===== src/rtl/dda_raycaster_core_if.sv =====
// rtl/dda_raycaster_core_if.sv - ray input, map fetch and result handshake bundle for dda_raycaster_core
interface dda_raycaster_core_if #(
  parameter int N             = 24,
  parameter int W             = 16,
  parameter int FRAC_BITS     = 8,
  parameter int SCREEN_HEIGHT = 180,
  parameter int SCREEN_WIDTH  = 320,
  parameter int MAP_W         = 4
);
  localparam int HC_W = $clog2(SCREEN_WIDTH);
  localparam int AW   = $clog2(N * N);
  localparam int LH_W = $clog2(SCREEN_HEIGHT + 1);

  logic                 ray_valid_in;
  logic                 ray_ready_out;
  logic [HC_W-1:0]      hcount_ray_in;
  logic                 step_x_in;
  logic                 step_y_in;
  logic signed [W-1:0]  ray_dir_x_in;
  logic signed [W-1:0]  ray_dir_y_in;
  logic [W-1:0]         delta_dist_x_in;
  logic [W-1:0]         delta_dist_y_in;
  logic [W-1:0]         pos_x_in;
  logic [W-1:0]         pos_y_in;
  logic [W-1:0]         side_dist_x_in;
  logic [W-1:0]         side_dist_y_in;
  logic [AW-1:0]        map_addra_out;
  logic                 map_request_out;
  logic [MAP_W-1:0]     map_data_in;
  logic                 map_data_valid_in;
  logic                 out_valid_out;
  logic                 out_ready_in;
  logic [HC_W-1:0]      hcount_ray_out;
  logic [LH_W-1:0]      line_height_out;
  logic                 wall_type_out;
  logic [MAP_W-1:0]     map_data_out;
  logic [FRAC_BITS-1:0] wall_x_out;
  logic [1:0]           hit_kind_out;
  logic                 busy_out;

  modport slave (
    input  ray_valid_in, hcount_ray_in, step_x_in, step_y_in, ray_dir_x_in, ray_dir_y_in,
           delta_dist_x_in, delta_dist_y_in, pos_x_in, pos_y_in, side_dist_x_in, side_dist_y_in,
           map_data_in, map_data_valid_in, out_ready_in,
    output ray_ready_out, map_addra_out, map_request_out, out_valid_out, hcount_ray_out,
           line_height_out, wall_type_out, map_data_out, wall_x_out, hit_kind_out, busy_out
  );

  modport master (
    output ray_valid_in, hcount_ray_in, step_x_in, step_y_in, ray_dir_x_in, ray_dir_y_in,
           delta_dist_x_in, delta_dist_y_in, pos_x_in, pos_y_in, side_dist_x_in, side_dist_y_in,
           map_data_in, map_data_valid_in, out_ready_in,
    input  ray_ready_out, map_addra_out, map_request_out, out_valid_out, hcount_ray_out,
           line_height_out, wall_type_out, map_data_out, wall_x_out, hit_kind_out, busy_out
  );
endinterface


===== src/rtl/dda_raycaster_core.sv =====
// rtl/dda_raycaster_core.sv - DDA ray-march engine: grid walk, map fetch, perp-distance divide, held-valid result
// Optional DDA_WALLX_EN adds the WALLX state computing the fractional wall hit position.
module dda_raycaster_core #(
  parameter int N             = 24,
  parameter int W             = 16,
  parameter int FRAC_BITS     = 8,
  parameter int SCREEN_HEIGHT = 180,
  parameter int SCREEN_WIDTH  = 320,
  parameter int MAX_STEPS     = 64,
  parameter int MAP_W         = 4
) (
  input logic pixel_clk_in,
  input logic rst_in,
  dda_raycaster_core_if.slave bus
);
  localparam int HC_W  = $clog2(SCREEN_WIDTH);
  localparam int AW    = $clog2(N * N);
  localparam int CW    = $clog2(N);
  localparam int LH_W  = $clog2(SCREEN_HEIGHT + 1);
  localparam int NUM_W = LH_W + FRAC_BITS;
  localparam int SC_W  = $clog2(MAX_STEPS + 1);
  localparam int DC_W  = $clog2(NUM_W + 1);
  localparam logic [NUM_W-1:0] DIVIDEND = NUM_W'(SCREEN_HEIGHT) << FRAC_BITS;
  localparam logic [LH_W-1:0]  LH_MAX   = LH_W'(SCREEN_HEIGHT);
  localparam logic [LH_W-1:0]  LH_MIN   = LH_W'(1);
`ifdef DDA_WALLX_EN
  localparam logic [FRAC_BITS-1:0] WX_NONE = '0;
`else
  localparam logic [FRAC_BITS-1:0] WX_NONE = '1;
`endif

  typedef enum logic [2:0] {S_IDLE, S_STEP, S_WAIT_MAP, S_DIV, S_WALLX, S_OUTPUT} state_t;

  state_t               state_q, state_d;
  logic                 ready_q, ready_d, busy_q, busy_d, req_q, req_d, out_valid_q, out_valid_d;
  logic [AW-1:0]        addr_q, addr_d;
  logic [HC_W-1:0]      hc_q, hc_d;
  logic [LH_W-1:0]      lh_q, lh_d;
  logic                 wall_type_q, wall_type_d;
  logic [MAP_W-1:0]     map_data_q, map_data_d;
  logic [FRAC_BITS-1:0] wall_x_q, wall_x_d;
  logic [1:0]           hit_kind_q, hit_kind_d;
  logic                 step_x_q, step_x_d, step_y_q, step_y_d;
  logic [W-1:0]         side_x_q, side_x_d, side_y_q, side_y_d;
  logic [W-1:0]         delta_x_q, delta_x_d, delta_y_q, delta_y_d;
  logic [CW-1:0]        map_x_q, map_x_d, map_y_q, map_y_d;
  logic [SC_W-1:0]      step_cnt_q, step_cnt_d;
  logic [W-1:0]         perp_q, perp_d, rem_q, rem_d;
  logic [NUM_W-1:0]     dvd_q, dvd_d;
  logic [DC_W-1:0]      div_cnt_q, div_cnt_d;
`ifdef DDA_WALLX_EN
  logic [FRAC_BITS-1:0] pos_x_q, pos_x_d, pos_y_q, pos_y_d;
  logic signed [W-1:0]  dir_x_q, dir_x_d, dir_y_q, dir_y_d;
  logic signed [W-1:0]  dir_sel;
  logic signed [2*W:0]  wx_prod;
  logic [FRAC_BITS-1:0] wx_val;
`endif

  logic             x_step, at_edge;
  logic [CW-1:0]    nx, ny;
  logic [W-1:0]     perp_hit;
  logic [W:0]       rem_sh, rem_next;
  logic             fits;
  logic [NUM_W-1:0] quot_final;

  function automatic logic [LH_W-1:0] clamp_lh(input logic [NUM_W-1:0] q);
    if (q > NUM_W'(SCREEN_HEIGHT)) return LH_MAX;
    else if (q == '0)              return LH_MIN;
    else                           return q[LH_W-1:0];
  endfunction

  always_comb begin
    state_d = state_q;     ready_d = ready_q;       busy_d = busy_q;
    req_d = 1'b0;          out_valid_d = out_valid_q; addr_d = addr_q;
    hc_d = hc_q;           lh_d = lh_q;             wall_type_d = wall_type_q;
    map_data_d = map_data_q; wall_x_d = wall_x_q;   hit_kind_d = hit_kind_q;
    step_x_d = step_x_q;   step_y_d = step_y_q;
    side_x_d = side_x_q;   side_y_d = side_y_q;
    delta_x_d = delta_x_q; delta_y_d = delta_y_q;
    map_x_d = map_x_q;     map_y_d = map_y_q;       step_cnt_d = step_cnt_q;
    perp_d = perp_q;       rem_d = rem_q;           dvd_d = dvd_q;  div_cnt_d = div_cnt_q;
`ifdef DDA_WALLX_EN
    pos_x_d = pos_x_q; pos_y_d = pos_y_q; dir_x_d = dir_x_q; dir_y_d = dir_y_q;
    dir_sel = wall_type_q ? dir_x_q : dir_y_q;
    wx_prod = $signed({1'b0, perp_q}) * dir_sel;
    wx_val  = (wall_type_q ? pos_x_q : pos_y_q) + wx_prod[2*FRAC_BITS-1:FRAC_BITS];
`endif

    // Tie between side distances steps Y.
    x_step  = side_x_q < side_y_q;
    at_edge = x_step ? (step_x_q ? (map_x_q == CW'(N - 1)) : (map_x_q == '0))
                     : (step_y_q ? (map_y_q == CW'(N - 1)) : (map_y_q == '0));
    nx = map_x_q;
    ny = map_y_q;
    if (x_step) nx = step_x_q ? map_x_q + CW'(1) : map_x_q - CW'(1);
    else        ny = step_y_q ? map_y_q + CW'(1) : map_y_q - CW'(1);

    if (wall_type_q) perp_hit = (side_y_q >= delta_y_q) ? side_y_q - delta_y_q : '0;
    else             perp_hit = (side_x_q >= delta_x_q) ? side_x_q - delta_x_q : '0;

    // Restoring divider; quotient bits shift into the low end of the dividend register.
    rem_sh     = {rem_q, dvd_q[NUM_W-1]};
    fits       = rem_sh >= {1'b0, perp_q};
    rem_next   = fits ? rem_sh - {1'b0, perp_q} : rem_sh;
    quot_final = {dvd_q[NUM_W-2:0], fits};

    case (state_q)
      S_IDLE: begin
        if (bus.ray_valid_in) begin
          hc_d = bus.hcount_ray_in;
          step_x_d = bus.step_x_in;          step_y_d = bus.step_y_in;
          side_x_d = bus.side_dist_x_in;     side_y_d = bus.side_dist_y_in;
          delta_x_d = bus.delta_dist_x_in;   delta_y_d = bus.delta_dist_y_in;
          map_x_d = bus.pos_x_in[FRAC_BITS +: CW];
          map_y_d = bus.pos_y_in[FRAC_BITS +: CW];
`ifdef DDA_WALLX_EN
          pos_x_d = bus.pos_x_in[FRAC_BITS-1:0]; pos_y_d = bus.pos_y_in[FRAC_BITS-1:0];
          dir_x_d = bus.ray_dir_x_in;            dir_y_d = bus.ray_dir_y_in;
`endif
          step_cnt_d = '0;
          ready_d = 1'b0;
          busy_d = 1'b1;
          state_d = S_STEP;
        end
      end
      S_STEP: begin
        if (at_edge || step_cnt_q == SC_W'(MAX_STEPS)) begin
          hit_kind_d = at_edge ? 2'b01 : 2'b10;
          map_data_d = '0;
          lh_d = LH_MIN;
          wall_type_d = ~x_step;
          wall_x_d = WX_NONE;
          out_valid_d = 1'b1;
          state_d = S_OUTPUT;
        end else begin
          if (x_step) side_x_d = side_x_q + delta_x_q;
          else        side_y_d = side_y_q + delta_y_q;
          map_x_d = nx;
          map_y_d = ny;
          wall_type_d = ~x_step;
          addr_d = AW'(ny) * AW'(N) + AW'(nx);
          step_cnt_d = step_cnt_q + SC_W'(1);
          req_d = 1'b1;
          state_d = S_WAIT_MAP;
        end
      end
      S_WAIT_MAP: begin
        if (bus.map_data_valid_in) begin
          if (bus.map_data_in == '0) begin
            state_d = S_STEP;
          end else begin
            map_data_d = bus.map_data_in;
            hit_kind_d = 2'b00;
            perp_d = perp_hit;
            rem_d = '0;
            dvd_d = DIVIDEND;
            div_cnt_d = '0;
            state_d = S_DIV;
          end
        end
      end
      S_DIV: begin
        if (perp_q == '0 || div_cnt_q == DC_W'(NUM_W - 1)) begin
          lh_d = (perp_q == '0) ? LH_MAX : clamp_lh(quot_final);
`ifdef DDA_WALLX_EN
          state_d = S_WALLX;
`else
          wall_x_d = WX_NONE;
          out_valid_d = 1'b1;
          state_d = S_OUTPUT;
`endif
        end else begin
          rem_d = rem_next[W-1:0];
          dvd_d = quot_final;
          div_cnt_d = div_cnt_q + DC_W'(1);
        end
      end
      S_WALLX: begin
`ifdef DDA_WALLX_EN
        wall_x_d = wx_val;
`else
        wall_x_d = WX_NONE;
`endif
        out_valid_d = 1'b1;
        state_d = S_OUTPUT;
      end
      S_OUTPUT: begin
        if (bus.out_ready_in) begin
          out_valid_d = 1'b0;
          ready_d = 1'b1;
          busy_d = 1'b0;
          state_d = S_IDLE;
        end
      end
      default: state_d = S_IDLE;
    endcase
  end

  always_ff @(posedge pixel_clk_in) begin
    if (rst_in) begin
      state_q <= S_IDLE;   ready_q <= 1'b1;   busy_q <= 1'b0;  req_q <= 1'b0;
      out_valid_q <= 1'b0; addr_q <= '0;      hc_q <= '0;      lh_q <= '0;
      wall_type_q <= 1'b0; map_data_q <= '0;  wall_x_q <= '0;  hit_kind_q <= '0;
      step_x_q <= 1'b0;    step_y_q <= 1'b0;  side_x_q <= '0;  side_y_q <= '0;
      delta_x_q <= '0;     delta_y_q <= '0;   map_x_q <= '0;   map_y_q <= '0;
      step_cnt_q <= '0;    perp_q <= '0;      rem_q <= '0;     dvd_q <= '0;
      div_cnt_q <= '0;
`ifdef DDA_WALLX_EN
      pos_x_q <= '0; pos_y_q <= '0; dir_x_q <= '0; dir_y_q <= '0;
`endif
    end else begin
      state_q <= state_d;   ready_q <= ready_d;   busy_q <= busy_d;   req_q <= req_d;
      out_valid_q <= out_valid_d; addr_q <= addr_d; hc_q <= hc_d;   lh_q <= lh_d;
      wall_type_q <= wall_type_d; map_data_q <= map_data_d; wall_x_q <= wall_x_d;
      hit_kind_q <= hit_kind_d;
      step_x_q <= step_x_d; step_y_q <= step_y_d; side_x_q <= side_x_d; side_y_q <= side_y_d;
      delta_x_q <= delta_x_d; delta_y_q <= delta_y_d; map_x_q <= map_x_d; map_y_q <= map_y_d;
      step_cnt_q <= step_cnt_d; perp_q <= perp_d; rem_q <= rem_d; dvd_q <= dvd_d;
      div_cnt_q <= div_cnt_d;
`ifdef DDA_WALLX_EN
      pos_x_q <= pos_x_d; pos_y_q <= pos_y_d; dir_x_q <= dir_x_d; dir_y_q <= dir_y_d;
`endif
    end
  end

  assign bus.ray_ready_out   = ready_q;
  assign bus.busy_out        = busy_q;
  assign bus.map_request_out = req_q;
  assign bus.map_addra_out   = addr_q;
  assign bus.out_valid_out   = out_valid_q;
  assign bus.hcount_ray_out  = hc_q;
  assign bus.line_height_out = lh_q;
  assign bus.wall_type_out   = wall_type_q;
  assign bus.map_data_out    = map_data_q;
  assign bus.wall_x_out      = wall_x_q;
  assign bus.hit_kind_out    = hit_kind_q;

  // Integer bits above the map range and feature-only inputs are intentionally dropped.
  logic unused_bits;
`ifdef DDA_WALLX_EN
  assign unused_bits = ^{bus.pos_x_in, bus.pos_y_in, wx_prod};
`else
  assign unused_bits = ^{bus.pos_x_in, bus.pos_y_in, bus.ray_dir_x_in, bus.ray_dir_y_in};
`endif
endmodule


===== src/flat_wrapper.sv =====
// flat-port wrapper written by rule: the top's interface ports become plain ports
module dda_raycaster_core_flat 
#(
  parameter int N             = 24,
  parameter int W             = 16,
  parameter int FRAC_BITS     = 8,
  parameter int SCREEN_HEIGHT = 180,
  parameter int SCREEN_WIDTH  = 320,
  parameter int MAX_STEPS     = 64,
  parameter int MAP_W         = 4
)
  (pixel_clk_in, rst_in, bus_ray_valid_in, bus_hcount_ray_in, bus_step_x_in, bus_step_y_in, bus_ray_dir_x_in, bus_ray_dir_y_in, bus_delta_dist_x_in, bus_delta_dist_y_in, bus_pos_x_in, bus_pos_y_in, bus_side_dist_x_in, bus_side_dist_y_in, bus_map_data_in, bus_map_data_valid_in, bus_out_ready_in, bus_ray_ready_out, bus_map_addra_out, bus_map_request_out, bus_out_valid_out, bus_hcount_ray_out, bus_line_height_out, bus_wall_type_out, bus_map_data_out, bus_wall_x_out, bus_hit_kind_out, bus_busy_out);
  dda_raycaster_core_if #(.N(N), .W(W), .FRAC_BITS(FRAC_BITS), .SCREEN_HEIGHT(SCREEN_HEIGHT), .SCREEN_WIDTH(SCREEN_WIDTH), .MAP_W(MAP_W)) bus_i ();
  input logic pixel_clk_in;
  input logic rst_in;
  input wire logic [$bits(bus_i.ray_valid_in)-1:0] bus_ray_valid_in;
  input wire logic [$bits(bus_i.hcount_ray_in)-1:0] bus_hcount_ray_in;
  input wire logic [$bits(bus_i.step_x_in)-1:0] bus_step_x_in;
  input wire logic [$bits(bus_i.step_y_in)-1:0] bus_step_y_in;
  input wire logic [$bits(bus_i.ray_dir_x_in)-1:0] bus_ray_dir_x_in;
  input wire logic [$bits(bus_i.ray_dir_y_in)-1:0] bus_ray_dir_y_in;
  input wire logic [$bits(bus_i.delta_dist_x_in)-1:0] bus_delta_dist_x_in;
  input wire logic [$bits(bus_i.delta_dist_y_in)-1:0] bus_delta_dist_y_in;
  input wire logic [$bits(bus_i.pos_x_in)-1:0] bus_pos_x_in;
  input wire logic [$bits(bus_i.pos_y_in)-1:0] bus_pos_y_in;
  input wire logic [$bits(bus_i.side_dist_x_in)-1:0] bus_side_dist_x_in;
  input wire logic [$bits(bus_i.side_dist_y_in)-1:0] bus_side_dist_y_in;
  input wire logic [$bits(bus_i.map_data_in)-1:0] bus_map_data_in;
  input wire logic [$bits(bus_i.map_data_valid_in)-1:0] bus_map_data_valid_in;
  input wire logic [$bits(bus_i.out_ready_in)-1:0] bus_out_ready_in;
  output wire logic [$bits(bus_i.ray_ready_out)-1:0] bus_ray_ready_out;
  output wire logic [$bits(bus_i.map_addra_out)-1:0] bus_map_addra_out;
  output wire logic [$bits(bus_i.map_request_out)-1:0] bus_map_request_out;
  output wire logic [$bits(bus_i.out_valid_out)-1:0] bus_out_valid_out;
  output wire logic [$bits(bus_i.hcount_ray_out)-1:0] bus_hcount_ray_out;
  output wire logic [$bits(bus_i.line_height_out)-1:0] bus_line_height_out;
  output wire logic [$bits(bus_i.wall_type_out)-1:0] bus_wall_type_out;
  output wire logic [$bits(bus_i.map_data_out)-1:0] bus_map_data_out;
  output wire logic [$bits(bus_i.wall_x_out)-1:0] bus_wall_x_out;
  output wire logic [$bits(bus_i.hit_kind_out)-1:0] bus_hit_kind_out;
  output wire logic [$bits(bus_i.busy_out)-1:0] bus_busy_out;
  assign bus_i.ray_valid_in = bus_ray_valid_in;
  assign bus_i.hcount_ray_in = bus_hcount_ray_in;
  assign bus_i.step_x_in = bus_step_x_in;
  assign bus_i.step_y_in = bus_step_y_in;
  assign bus_i.ray_dir_x_in = bus_ray_dir_x_in;
  assign bus_i.ray_dir_y_in = bus_ray_dir_y_in;
  assign bus_i.delta_dist_x_in = bus_delta_dist_x_in;
  assign bus_i.delta_dist_y_in = bus_delta_dist_y_in;
  assign bus_i.pos_x_in = bus_pos_x_in;
  assign bus_i.pos_y_in = bus_pos_y_in;
  assign bus_i.side_dist_x_in = bus_side_dist_x_in;
  assign bus_i.side_dist_y_in = bus_side_dist_y_in;
  assign bus_i.map_data_in = bus_map_data_in;
  assign bus_i.map_data_valid_in = bus_map_data_valid_in;
  assign bus_i.out_ready_in = bus_out_ready_in;
  assign bus_ray_ready_out = bus_i.ray_ready_out;
  assign bus_map_addra_out = bus_i.map_addra_out;
  assign bus_map_request_out = bus_i.map_request_out;
  assign bus_out_valid_out = bus_i.out_valid_out;
  assign bus_hcount_ray_out = bus_i.hcount_ray_out;
  assign bus_line_height_out = bus_i.line_height_out;
  assign bus_wall_type_out = bus_i.wall_type_out;
  assign bus_map_data_out = bus_i.map_data_out;
  assign bus_wall_x_out = bus_i.wall_x_out;
  assign bus_hit_kind_out = bus_i.hit_kind_out;
  assign bus_busy_out = bus_i.busy_out;
  dda_raycaster_core #(.N(N), .W(W), .FRAC_BITS(FRAC_BITS), .SCREEN_HEIGHT(SCREEN_HEIGHT), .SCREEN_WIDTH(SCREEN_WIDTH), .MAX_STEPS(MAX_STEPS), .MAP_W(MAP_W)) u_core (.pixel_clk_in(pixel_clk_in), .rst_in(rst_in), .bus(bus_i));
endmodule

===== config.mk =====
export PLATFORM = sky130hd
export DESIGN_NAME = dda_raycaster_core_flat
export DESIGN_NICKNAME = d
export VERILOG_FILES = /design/src/rtl/dda_raycaster_core_if.sv /design/src/rtl/dda_raycaster_core.sv /design/src/flat_wrapper.sv
export SDC_FILE = /design/constraint.sdc
export NUM_CORES = 1
export LEC_CHECK = 0
export BUFFER_PORTS_ARGS = -buffer_cell sky130_fd_sc_hd__clkbuf_2
export CAP_MARGIN = 20
export CORE_ASPECT_RATIO = 0.9
export CORE_MARGIN = 3
export CORE_UTILIZATION = 53
export CTS_CLUSTER_SIZE = 12
export DETAILED_ROUTE_END_ITERATION = 8
export HOLD_SLACK_MARGIN = 0.15
export PLACE_DENSITY = 0.87
export SYNTH_ARGS = -nofsm -noshare
export SYNTH_HDL_FRONTEND = slang
export SYNTH_SLANG_ARGS = --single-unit

===== constraint.sdc =====
create_clock -name pixel_clk_in -period 3.9 [get_ports pixel_clk_in]
set_clock_uncertainty 0.15 [all_clocks]
set_input_delay 0.39 -clock pixel_clk_in [delete_from_list [all_inputs] [get_ports pixel_clk_in]]
set_output_delay 0.39 -clock pixel_clk_in [all_outputs]
set_load 0.05 [all_outputs]

==> impl_metrics.py <==
metrics = {
    "finish": {
        "num_antenna_cells": 0,
        "drive_gt1_share_pct": 14.9,
        "fin_nets": 1985,
        "utilization_pct": 63.4,
        "syn2layout_area_growth_pct": 16.9,
    },
    "power_and_ir_drop": {
        "power_density_nw_per_um2": 1060,
        "p_leak_nw": 6.16,
        "vdd_drop_max_v": 0.000765,
    },
    "floorplan": {
        "core_area_sq_um": 22600,
        "ios": 194,
        "start_util_pct": 54.2,
        "die_area_sq_um": 25000,
        "num_rows": 52,
        "dieHeight_microns": 150,
        "die_w_microns": 166,
    },
    "routing": {
        "wl_per_cell_microns": 17.4,
        "final_antenna_net_count": 0,
        "num_vias": 12200,
        "drc": 0,
        "dr.pass1.iters": 5,
        "drt_wl_total_mm": 35.4,
        "vias_per_cell": 6.03,
        "drtIter0Drc": 1222,
    },
    "sta": {
        "finalSetupViolCount": 1,
        "worst_pin_slew_ps": 957,
        "fmaxAchievable_ghz": 0.255,
        "post-route-min-period_ps": 3920,
        "timing.final.ws_setup_ps": -23.6,
        "slew_headroom_pct": 36.2,
        "final-hold-violation-count": 0,
        "drv_slew": 0,
        "post-route-period-util_pct": 101,
    },
    "synthesis": {
        "yosys.area.top_type": "dfxtp_1",
        "synth_edf_count": 0,
        "ys_async_sr_fraction_pct": 0,
        "yosys-top-cells-count": "nand2_1 (214), dfxtp_1 (178), a21oi_1 (168), nor2_1 (136), ha_1 (110)",
        "synth_most_common_cell": "nand2_1",
        "synthFlopType": "dfxtp_1",
        "synth_warnings": 0,
        "synthesis.nets": 1834,
        "ys_types": 86,
        "synth_seq_area_share_pct": 29.0,
        "synth.area.top_cells": "dfxtp_1 (29%), ha_1 (11%), a21oi_1 (6.8%), nand2_1 (6.5%), xnor2_1 (4.4%)",
        "ys_ff_latch": 178,
        "syn_avg_cell_area_sq_um": 7.83,
        "syn_inst": 1568,
        "syn-cell-area_sq_um": 12300,
        "synth_top_area_share_pct": 29.0,
    },
    "setup_path": {
        "crit_family": "compound AO/OA/AOI/OAI gates",
        "worstPathMaxFanout": 6,
        "path_class": "reg2reg",
        "crit_path_start_kind": "register",
        "critPathCaptureType": "register",
        "cp_slowest_stage_delay_ps": 430,
        "crit_buf_inv": 2,
        "critPathArrivalTime_ps": 4110,
        "crit_path_cell_trace": "inv_1 > ha_1 > or3_1 > o211ai_4 > and3_1 > buf_4 > nor2_1 > a21oi_1 > ha_1 > a21oi_1 > and4_1 > o31ai_1 > xor2_1 > o2111ai_1 > xnor2_1 > o21ai_1",
        "slowest_stage": "or3_1",
        "cp.required_ps": 4090,
    },
    "grt": {
        "grt_max_degree": 61,
        "antenna_found_initial": 0,
        "grt_pass1_vias": 11800,
        "grt-ovfl-total": 0,
        "track_usage_pct": 27.1,
        "grt_pass1_wl_mm": 56.5,
    },
    "cts": {
        "clk_pin_slew_worst_paths_ps": 70,
        "cts_sinks": 178,
        "worstSkewPairLatency_ps": 450,
        "htree_num_levels": 4,
        "clockRootBuffer": "clkbuf_16",
        "cts_buffer_depth": 2,
        "numCtsBuffers": 17,
        "cts_tree": "done",
    },
    "place": {
        "portBuffers": 139,
        "pre_cts_ws_ps": 79.6,
        "routabilityCongestion": 0.943,
        "dp_hpwl_mm": 24.0,
    },
    "run": {
        "drv_cap": 0,
    },
    "run_status": {
        "violations": "setup timing",
        "outcome": "finished with violations",
    },
    "worst_hold_path": {
        "hold_class": "in2reg",
    },
}
registers in the layout, indices dropped and copies added, names as in the netlist, 7 cells and up:
name	flops
u_core.delta_y_q	16
u_core.bus.line_height_out	8
u_core.dvd_q	16
u_core.perp_q	16
u_core.step_cnt_q	7
u_core.bus.map_addra_out	10
u_core.bus.hcount_ray_out	9
u_core.side_y_q	16
u_core.side_x_q	16
u_core.rem_q	16
u_core.delta_x_q	16
report_power, final:
part / switching, mW / internal [mW] / leakage [nW] / total [mW]
registers: 0.402 / 2.19 / 1.45 / 2.59
logic: 6.65 / 4.30 / 4.43 / 11.0
clock network: 0.855 / 0.871 / 0.276 / 1.73
total: 7.90 / 7.36 / 6.16 / 15.3
area by class of cell:
class	count	area (sq um)
Clock inverter	13	143
Sequential cell	178	3570
Timing Repair Buffer	224	1480
Multi-Input combinational cell	1188	7930
Inverter	110	413
Fill cell	1757	8290
Clock buffer	19	443
Tap cell	297	372
worst reg2reg max path: stages (launching register included):
cell       delay (ps)
dfxtp_2           380
inv_1             110
ha_1              230
or3_1             430
o211ai_4          310
and3_1            270
buf_4             180
nor2_1             70
a21oi_1           170
ha_1              210
a21oi_1            50
and4_1            230
o31ai_1           370
xor2_1            250
o2111ai_1         160
xnor2_1           190
o21ai_1            70
what timing repair did:
item	4_1_cts	5_1_grt
setup buffers	0	5
endpoints found under the hold margin	55	0
endpoints found under the setup margin	0	4
hold buffers	54	0
gates resized for setup	0	12
final timing paths:
| kind | start | to | slack (ps) | depth (start not counted) |
|---|---|---|---|---|
| max | u_core.side_y_q[1] | u_core.bus.map_addra_out[9] | -20 | 16 |
| min | bus_side_dist_y_in[10] | u_core.side_y_q[10] | 160 | 3 |
| max reg2reg | u_core.side_y_q[1] | u_core.bus.map_addra_out[9] | -20 | 16 |
| min reg2reg | u_core.bus.ray_ready_out | u_core.bus.ray_ready_out | 290 | 2 |
per-stage QoR:
step / hold slack [ps] / TNS, ps / total power, mW / cells / cell area [sq um]
floorplan: 286 / 0 / 10.4 / 1568 / 12300
global placement: 283 / 0 / 12.3 / 1937 / 13100
detailed placement: 285 / 0 / 12.6 / 1937 / 13100
CTS: 153 / 0 / 14.5 / 2023 / 14300
global route: 169 / -370 / 16.3 / 2029 / 14400
finish: 155 / -23.6 / 15.3 / 2029 / 14400
metal layers:
| metal | track usage (%) | part of all wire [%] | up-vias |
|---|---|---|---|
| met5 | 0 | 0 | - |
| met2 | 46.5 | 48 | 594 |
| met3 | 4.59 | 7.6 | 130 |
| li1 | - | - | 5793 |
| met4 | 12.9 | 3.9 | 0 |
| met1 | 33.4 | 41 | 5714 |
cell families after synthesis:
family,share of synthesized area (%)
XOR/XNOR,5.85
buffers and inverters,6.89
adder cells (fa/ha/maj),12.5
AO/OA/AOI/OAI,24.1
flip-flops,29.0
AND/OR/NAND/NOR,19.5
multiplexers,2.15
layout by cell type, fill, tap and decap left out, types with 11 or more instances in the layout:
cell type        n
nor2b_1         17
nand2_1        213
dfxtp_1        176
clkbuf_16       17
o21ai_0         58
nor2_1         136
inv_1          108
ha_1           109
nand4_1         12
dlygate4sd3_1   54
a31oi_1         18
clkbuf_2       138
o21bai_1        12
nand2b_1        13
a211oi_2        17
a21oi_1        168
a21o_1          26
a211oi_1        22
nand3_1         31
nor3_1          32
buf_4           31
xnor2_1         60
a221oi_1        12
or3_1           11
mux2i_1         23
o21a_1          13
xor2_1          21
(Power assumes the default switching activity.)
